### src/rtl/clk_meas_pkg.sv
// Shared definitions for the clk_meas frequency/period meter.
package clk_meas_pkg;

    typedef enum logic {
        ST_IDLE = 1'b0,
        ST_MEAS = 1'b1
    } state_t;

    localparam int SYNC_STAGES = 3;
    localparam int FACTOR_W    = 5;

endpackage

### src/rtl/clk_meas_edge_sync.sv
// Synchronizes an asynchronous slow clock into the fsys domain and flags its rising edges.
module edge_sync
    import clk_meas_pkg::*;
(
    input  logic clk,
    input  logic rst,
    input  logic din,
    output logic rise
);

    logic [SYNC_STAGES-1:0] sync;

    always_ff @(posedge clk or posedge rst) begin
        if (rst) begin
            sync <= '0;
        end else begin
            sync <= {sync[SYNC_STAGES-2:0], din};
        end
    end

    // Edge taken between the last two stages so the first stage only resolves metastability.
    assign rise = sync[SYNC_STAGES-2] & ~sync[SYNC_STAGES-1];

endmodule

### src/rtl/clk_meas.sv
// Counts fsys cycles between rising edges of clk_meas_in, decodes power-of-two periods
// and reports lock when two consecutive periods match.
module clk_meas
    import clk_meas_pkg::*;
#(
    parameter int CNT_WIDTH = 32
) (
    input  logic                 clk_meas_fsys,
    input  logic                 clk_meas_rst,
    input  logic                 clk_meas_in,
    output logic [CNT_WIDTH-1:0] clk_meas_period,
    output logic [FACTOR_W-1:0]  clk_meas_factor,
    output logic                 clk_meas_pow2,
    output logic                 clk_meas_valid,
    output logic                 clk_meas_locked,
    output logic                 clk_meas_timeout
);

    localparam logic [CNT_WIDTH-1:0] CNT_ONE = CNT_WIDTH'(1);
    localparam logic [CNT_WIDTH-1:0] CNT_MAX = '1;

    logic                 rise;
    state_t               state, state_n;
    logic [CNT_WIDTH-1:0] counter, counter_n;
    logic [CNT_WIDTH-1:0] prev, prev_n;
    logic [CNT_WIDTH-1:0] period_n;
    logic [FACTOR_W-1:0]  factor_n, dec_factor;
    logic                 pow2_n, dec_pow2, onehot;
    logic                 valid_n, locked_n, timeout_n;

    edge_sync u_sync (
        .clk  (clk_meas_fsys),
        .rst  (clk_meas_rst),
        .din  (clk_meas_in),
        .rise (rise)
    );

    // Bit 0 (period 1) and bits above 31 cannot be expressed as a factor, so they decode as 0.
    always_comb begin
        dec_pow2   = 1'b0;
        dec_factor = '0;
        onehot     = (counter != '0) && ((counter & (counter - CNT_ONE)) == '0);
        for (int i = 1; i < CNT_WIDTH && i < 32; i++) begin
            if (onehot && counter[i]) begin
                dec_pow2   = 1'b1;
                dec_factor = FACTOR_W'(i);
            end
        end
    end

    always_comb begin
        state_n   = state;
        counter_n = counter;
        prev_n    = prev;
        period_n  = clk_meas_period;
        factor_n  = clk_meas_factor;
        pow2_n    = clk_meas_pow2;
        locked_n  = clk_meas_locked;
        valid_n   = 1'b0;
        timeout_n = 1'b0;
        case (state)
            ST_IDLE: begin
                counter_n = '0;
                if (rise) begin
                    counter_n = CNT_ONE;
                    state_n   = ST_MEAS;
                end
            end
            ST_MEAS: begin
                // A rise on the saturated count is still a valid measurement.
                if (rise) begin
                    period_n  = counter;
                    factor_n  = dec_factor;
                    pow2_n    = dec_pow2;
                    valid_n   = 1'b1;
                    locked_n  = (counter == prev);
                    prev_n    = counter;
                    counter_n = CNT_ONE;
                end else if (counter == CNT_MAX) begin
                    timeout_n = 1'b1;
                    state_n   = ST_IDLE;
                    locked_n  = 1'b0;
                    prev_n    = '0;
                    counter_n = '0;
                end else begin
                    counter_n = counter + CNT_ONE;
                end
            end
        endcase
    end

    always_ff @(posedge clk_meas_fsys or posedge clk_meas_rst) begin
        if (clk_meas_rst) begin
            state            <= ST_IDLE;
            counter          <= '0;
            prev             <= '0;
            clk_meas_period  <= '0;
            clk_meas_factor  <= '0;
            clk_meas_pow2    <= 1'b0;
            clk_meas_valid   <= 1'b0;
            clk_meas_locked  <= 1'b0;
            clk_meas_timeout <= 1'b0;
        end else begin
            state            <= state_n;
            counter          <= counter_n;
            prev             <= prev_n;
            clk_meas_period  <= period_n;
            clk_meas_factor  <= factor_n;
            clk_meas_pow2    <= pow2_n;
            clk_meas_valid   <= valid_n;
            clk_meas_locked  <= locked_n;
            clk_meas_timeout <= timeout_n;
        end
    end

endmodule

### config.mk
export PLATFORM = sky130hd
export DESIGN_NAME = clk_meas
export DESIGN_NICKNAME = d
export VERILOG_FILES = /design/src/rtl/clk_meas_pkg.sv /design/src/rtl/clk_meas_edge_sync.sv /design/src/rtl/clk_meas.sv
export SDC_FILE = /design/constraint.sdc
export NUM_CORES = 1
export LEC_CHECK = 0
export ABC_CLOCK_PERIOD_IN_PS = 7000
export CORE_ASPECT_RATIO = 1.5
export CORE_MARGIN = 2
export CORE_UTILIZATION = 35
export DETAILED_ROUTE_END_ITERATION = 8
export PLACE_DENSITY_LB_ADDON = 0.15
export SYNTH_ARGS = -nofsm -noshare
export SYNTH_HDL_FRONTEND = slang
export SYNTH_HIERARCHICAL = 1
export SYNTH_SLANG_ARGS = --single-unit
### constraint.sdc
create_clock -name clk_meas_fsys -period 7 [get_ports clk_meas_fsys]
set_clock_uncertainty 0.15 [all_clocks]
set_input_delay 1.4 -clock clk_meas_fsys [delete_from_list [all_inputs] [get_ports clk_meas_fsys]]
set_output_delay 1.4 -clock clk_meas_fsys [all_outputs]
set_load 0.005 [all_outputs]
==> summary.md, run 1 <==
| Metric | Value |
|---|---|
| Die Ht | between 150 and 200 µm |
| DR vias | 4356 |
| Fin. Hold Viols | 0 |
| Hold-fix buffers at CTS | 0 |
| Pre-CTS setup slack | ~3.6 ns |
| WL/cell | 19.1 µm |
| Combinational share of power | between 15 and 20% |
| Setup ws final | 3.86 ns |
| Ports | 44 |
| Highest clock rate | 318 MHz |
| Non-Filler Instances | between 800 and 900 |
| Leak | 0.00298 µW |
| Unrepaired setup endpoints after global routing | no |
| Slew of the pin with the lowest slew margin | 1.07 ns |
| Diode count | 0 |
| Congestion Overflow GR | 0 |
| Post-synth ARST share | 100% |
| Fin crit period | 3.14 ns |
| Final WL | 15500 µm |
| Crit path required time | 7.11 ns |
| Core Util, Final | 41.1% |
| Final #Nets | 605 |
| Detailed Route Iter0 Violations | 177 |
| Yosys reg bits | 109 |
| Final setup vio count | 0 |
| Worst-path clk slew | 0.08 ns |
| Register area share after synthesis | 48.9% |
| TritonCTS clock tree | built |
| GRT Util Overall | 18.9% |
| Unique masters post-synth | 57 |
| Part of the cycle the worst path needs | 44.9% |
| CP Launch Type | flip-flop |
| Most common cell after layout, fill and taps aside | dfrtp_1 |
| Syn Nets | between 500 and 600 |
| Synth area leader | dfrtp_1 |
| DP HPWL | 10800 µm |
| Initial antenna violation count | 0 |
| Sw Ratio | 28.3% |
| CTS H-tree depth | 3 |
| Vias in the first global route | 4353 |
| Fin. max-slew vios | 0 |
| Sequential share of power | about 46% |
| Clock Latency Late Sink | 0.35 ns |
| Total core area | around 16000 µm² |
| Status | finished clean |
| RePlAce Congestion | between 0.9 and 1 |
| Register Area | between 2000 and 3000 µm² |
| # clock sinks | approximately 110 |
| TNS Setup | 0 ns |
| Worst Setup Path Type | reg2reg |
| Synth area leaders | dfrtp_1 49%, nand2_1 6.9%, a22o_1 5.3% |
| Total iterations of the first detailed-routing run | 4 |
| Post-synth EDFFs | 0 |
| Sw Pwr | 444 µW |
| Cell area after synthesis | 5580 µm² |
| Peak VDD IR | 104 µV |
| Layout fillers | 1577 |
| Clock power frac | 37.3% |
| Share of cells above drive strength 1 | slightly below 7% |
| Max Cap Viol | 0 |
| Area share of the largest cell type after synthesis | 48.9% |
| Buffers added on ports | 43 |
| Crit path max fanout | 12 |
| Power per Cell Area | 244 nW/µm² |
| Postcts setup bufs | 0 |
| Vias per cell | 5.39 |
| Internal power | ~1100 µW |
| Largest net degree at the start of global routing | 61 |
| Die Area | 17000 µm² |
| Starting Density | 35.7% |
| Clk buf depth | 2 |
| Die Width | between 100 and 150 µm |
| Crit path DAT | about 3.3 ns |
| Multi-input gate area in the final layout | 2570 µm² |
| Warnings from Yosys | 6 |
| Syn_area_per_cell | 9.39 µm² |
| Worst hold path class | reg2reg |
| ANT nets after route | 0 |
| DRC viols | 0 |
| Endpoint class of the critical path | flip-flop |
| Top FF cell, synth | dfrtp_1 |
| First-pass GRT wire length | roughly 24000 µm |
| Fin Hold WS | 0.201 ns |
| Area growth syn-to-layout | 15.1% |
| Max-slew headroom | 28.5% |
| Cell Rows | 56 |
| Post-Place Cells | 792 |
| Num CTS Buffers | 9 |
| Synth Instances | 594 |
| Post-CTS sizing | 0 |
| Most frequent cells in the layout | 109 x dfrtp_1, 101 x nand2_1, 61 x nor2_1 |
| Root buf cell | clkbuf_16 |
## power by group through the flow
stage | clock network, µW | registers [µW] | logic, µW
finish | 585 | 714 | 269
global route | 621 | 721 | 293
CTS | 601 | 714 | 272
detailed placement | 0 | 727 | 271
global placement | 0 | 724 | 273
floorplan | 0 | 701 | 190
## worst max-delay path, cell delays in order, from the launching register on
cell	delay, ns
dfrtp_1	0.54
nor3_2	0.50
nand3_2	0.29
or3_1	0.47
a221o_1	0.30
or4_4	0.53
o31ai_1	0.27
## worst paths after layout
kind                                     start                 end  slack, ns  cells after the start
worst max-delay path                counter[3]  clk_meas_factor[4]       3.86                      6
worst min-delay path            u_sync/sync[0]      u_sync/sync[1]       0.20                      0
worst max register to register      counter[3]  clk_meas_factor[4]       3.86                      6
worst min register to register  u_sync/sync[0]      u_sync/sync[1]       0.20                      0
max in group asynchronous         clk_meas_rst  clk_meas_factor[0]       4.16                      3
min in group asynchronous         clk_meas_rst      u_sync/sync[1]       1.16                      2
## cell families (layout without fill, tap and decap cells)
kind of cell / Yosys count / after routing / synth area share (%)
AO/OA/AOI/OAI: 92 / 92 / 12.4
XOR/XNOR: 62 / 62 / 9.74
adder cells (fa/ha/maj): 3 / 3 / 0.628
buffers and inverters: 68 / 79 / 4.98
flip-flops: 109 / 109 / 48.9
AND/OR/NAND/NOR: 260 / 260 / 23.3
## metal layers
layer | wire length, µm | global-route usage, % | vias up
met5 | 0 | 0 | -
met4 | 563 | 8.66 | 0
met3 | 455 | 2.58 | 34
met2 | 7960 | 32.7 | 125
met1 | 6480 | 23.1 | 2142
li1 | - | - | 2055
## sequential cells by signal, summed over array words and instances (netlist names)
register,count
clk_meas_valid,1
clk_meas_period,32
counter,32
clk_meas_timeout,1
prev,32
clk_meas_pow2,1
state,1
clk_meas_locked,1
u_sync/sync,3
clk_meas_factor,5
## final cells by class
class	count	area share [%]
clock buffers	11	3.94
clock inverters	5	1.38
inverters	17	1.03
well taps	203	3.96
multi-input cells	417	40.1
repair buffers	46	7.06
flip-flops and latches	109	42.5
## Yosys cell counts, types with 3 or more instances
| cell type | number |
|---|---|
| inv_1 | 17 |
| nand4_1 | 15 |
| a22o_1 | 34 |
| or2_2 | 7 |
| dfrtp_1 | 109 |
| xor2_1 | 29 |
| and4_1 | 5 |
| nor2_1 | 61 |
| and3_1 | 4 |
| nor4_1 | 13 |
| o21ai_0 | 18 |
| buf_2 | 6 |
| nand3_1 | 13 |
| or3_1 | 3 |
| o31ai_1 | 9 |
| clkbuf_1 | 36 |
| nand2_1 | 102 |
| or4_1 | 6 |
| nor3_1 | 12 |
| buf_1 | 7 |
| a21oi_1 | 9 |
| xnor2_1 | 33 |
## through the flow
step	instance area (µm²)	power, µW
CTS	6410	1590
global route	6410	1640
floorplan	5580	890
global placement	6070	997
finish	6410	1570
detailed placement	6070	998
(Power assumes the default switching activity.)
==> run 2, diff against run 1 <==
Settings changed: ABC_CLOCK_PERIOD_IN_PS 7000 to 3200.
Clock period 7 ns to 3.2 ns, I/O delays scaled along.
==> run 2 against run 1 <==
  * Core utilization rose by 1.4 points
  * Clock-buffer cell count increased by 1
  * Maximum frequency is 9.2% higher
  * Setup slack worse by 3.5 ns
  * Critical path type unchanged
  * Critical endpoint is now clk_meas_factor[2]
  * Largest power group unchanged
==> summary.md, run 2 (synthesis results as in run 1) <==
| Metric | Value |
|---|---|
| Unrepaired setup endpoints after global routing | no (unchanged) |
| Final #Nets | 637 (was 605) |
| Total Power | 3280 µW (was 1570 µW) |
| Fin crit period | 2.88 ns (was 3.14 ns) |
| Num CTS Buffers | 9 (unchanged) |
| Post-Place Cells | 824 (was 792) |
| Postcts setup bufs | 0 (unchanged) |
| Worst Setup Path Type | reg2reg (unchanged) |
| CTS H-tree depth | 3 (unchanged) |
| Share of cells above drive strength 1 | 11.5% (was 6.94%) |
| # clock sinks | 109 (unchanged) |
| DRC viols | 0 (unchanged) |
| DP HPWL | 11500 µm (was 10800 µm) |
| Status | finished clean (unchanged) |
| Placed cell areas | 6340 µm² (was 6070 µm²) |
| CP Launch Type | flip-flop (unchanged) |
| Die Ht | 159 µm (unchanged) |
| Non-Filler Instances | 840 (was 808) |
| Starting Density | 35.7% (unchanged) |
| Post-CTS sizing | 0 (unchanged) |
| WHS Endpoint | u_sync/sync[1] (unchanged) |
| Highest clock rate | 348 MHz (was 318 MHz) |
| TritonCTS clock tree | built (unchanged) |
| WL/cell | 19.3 µm (was 19.1 µm) |
| Crit path max fanout | 9 (was 12) |
| Endpoint class of the critical path | flip-flop (unchanged) |
| Diode count | 0 (unchanged) |
| Vias per cell | 5.28 (was 5.39) |
| Reg2reg setup slack | 0.32 ns (was 3.86 ns) |
| Max-slew headroom | 52.6% (was 28.5%) |
| RePlAce Congestion | 0.896 (was 0.921) |
| Ports | 44 (unchanged) |
| Fin. Hold Viols | 0 (unchanged) |
| DR vias | 4432 (was 4356) |
| Vias in the first global route | 4536 (was 4353) |
| Clock Latency Late Sink | 0.35 ns (about the same) |
| Cells on worst reg2reg path | 8 (was 6) |
| Peak VDD IR | 308 µV (was 104 µV) |
| WHS Path Cells | 0 (unchanged) |
| Top Registers | clk_meas_period x32, counter x32, prev x32 (unchanged) |
| Die Area | 17000 µm² (unchanged) |
| Worst hold path class | reg2reg (unchanged) |
| Area growth syn-to-layout | 18.9% (was 15.1%) |
| Part of the cycle the worst path needs | 89.9% (was 44.9%) |
| Buffers added on ports | 43 (unchanged) |
| HP Start | u_sync/sync[0] (unchanged) |
| Total core area | 15600 µm² (unchanged) |
| Crit path required time | 3.31 ns (was 7.11 ns) |
| Congestion Overflow GR | 0 (unchanged) |
| Final WL | 16200 µm (was 15500 µm) |
| First-pass GRT wire length | 26200 µm (was 24400 µm) |
| Fin. max-slew vios | 0 (unchanged) |
| Reg2reg start | counter[0] (was counter[3]) |
| ANT nets after route | 0 (unchanged) |
| Root buf cell | clkbuf_16 (unchanged) |
| Most common cell after layout, fill and taps aside | dfrtp_1 (unchanged) |
| Cell Rows | 56 (unchanged) |
| Clk buf depth | 2 (unchanged) |
| Most frequent cells in the layout | 109 x dfrtp_1, 101 x nand2_1, 61 x nor2_1 (unchanged) |
| TNS Setup | 0 ns (unchanged) |
| Die Width | 107 µm (unchanged) |
| Final setup vio count | 0 (unchanged) |
| Power per Cell Area | 494 nW/µm² (was 244 nW/µm²) |
| Core Util, Final | 42.4% (was 41.1%) |
| Initial antenna violation count | 0 (unchanged) |
| Detailed Route Iter0 Violations | 303 (was 177) |
| Crit path DAT | 2.98 ns (was 3.25 ns) |
| Max Cap Viol | 0 (unchanged) |
| GRT Util Overall | 20.2% (was 18.9%) |
| Worst-path clk slew | 0.07 ns (was 0.08 ns) |
| Reg2reg end | clk_meas_factor[2] (was clk_meas_factor[4]) |
| Largest net degree at the start of global routing | 91 (was 61) |
| Leak | 0.00313 µW (was 0.00298 µW) |
| Total iterations of the first detailed-routing run | 5 (was 4) |
| Final instance area | 6630 µm² (was 6410 µm²) |
| Hold-fix buffers at CTS | 0 (unchanged) |
| Slew of the pin with the lowest slew margin | 0.694 ns (was 1.07 ns) |
[run 2: changes by cell type in the layout (fill, tap and decap cells not counted), sizes merged]
cell,before,now
buf,3,35
bufinv,2,0
clkbuf,11,12
clkinv,1,2
clkinvlp,0,2
inv,19,17
[run 2: worst max-delay path by stage]
stage	from	end	slack, ns	cells after the start
5_1_grt	counter[6]	clk_meas_factor[2]	0.13	6
2_1_floorplan	counter[1]	clk_meas_factor[0]	0.36	10
4_1_cts	counter[0]	clk_meas_factor[2]	0.34	8
3_5_place_dp	counter[0]	clk_meas_factor[1]	0.36	8
3_3_place_gp	counter[6]	clk_meas_factor[1]	0.43	6
6_report	counter[0]	clk_meas_factor[2]	0.32	8
[run 2: through the flow]
stage / hold WS (ns) / setup WS [ns]
floorplan: 0.181 / 0.364
global placement: 0.183 / 0.430
detailed placement: 0.194 / 0.363
CTS: 0.212 / 0.336
global route: 0.217 / 0.135
finish: 0.206 / 0.324
[run 2: final cells by class]
type / instances / area, µm²
multi-input cells: 417 / 2570
inverters: 17 / 67.6
clock buffers: 12 / 256
repair buffers: 78 / 718
flip-flops and latches: 109 / 2730
clock inverters: 4 / 30.0
fillers: 1579 / 9000
well taps: 203 / 254
[run 2: worst max-delay path: stages (launching register included)]
cell and delay (ns):
dfrtp_1 0.40, inv_1 0.10, ha_1 0.17, nor3b_2 0.22, nand3_2 0.20, or3_1 0.45
a221o_1 0.31, or4_4 0.53, o31ai_1 0.25
[run 2: power breakdown]
part           internal (µW)  leakage (µW)  total (µW)  switching, µW
clock                    575      0.000139        1100            523
combinational            292       0.00150         667            375
sequential              1460       0.00149        1510           54.2
total                   2320       0.00313        3280            953
[run 2: layer usage]
metal	vias up	part of all wire (%)	global-route usage, %
met5	-	0	0
met1	2189	42	25.0
met3	17	4.0	3.44
met4	0	1.5	5.32
met2	112	53	36.3
li1	2114	-	-
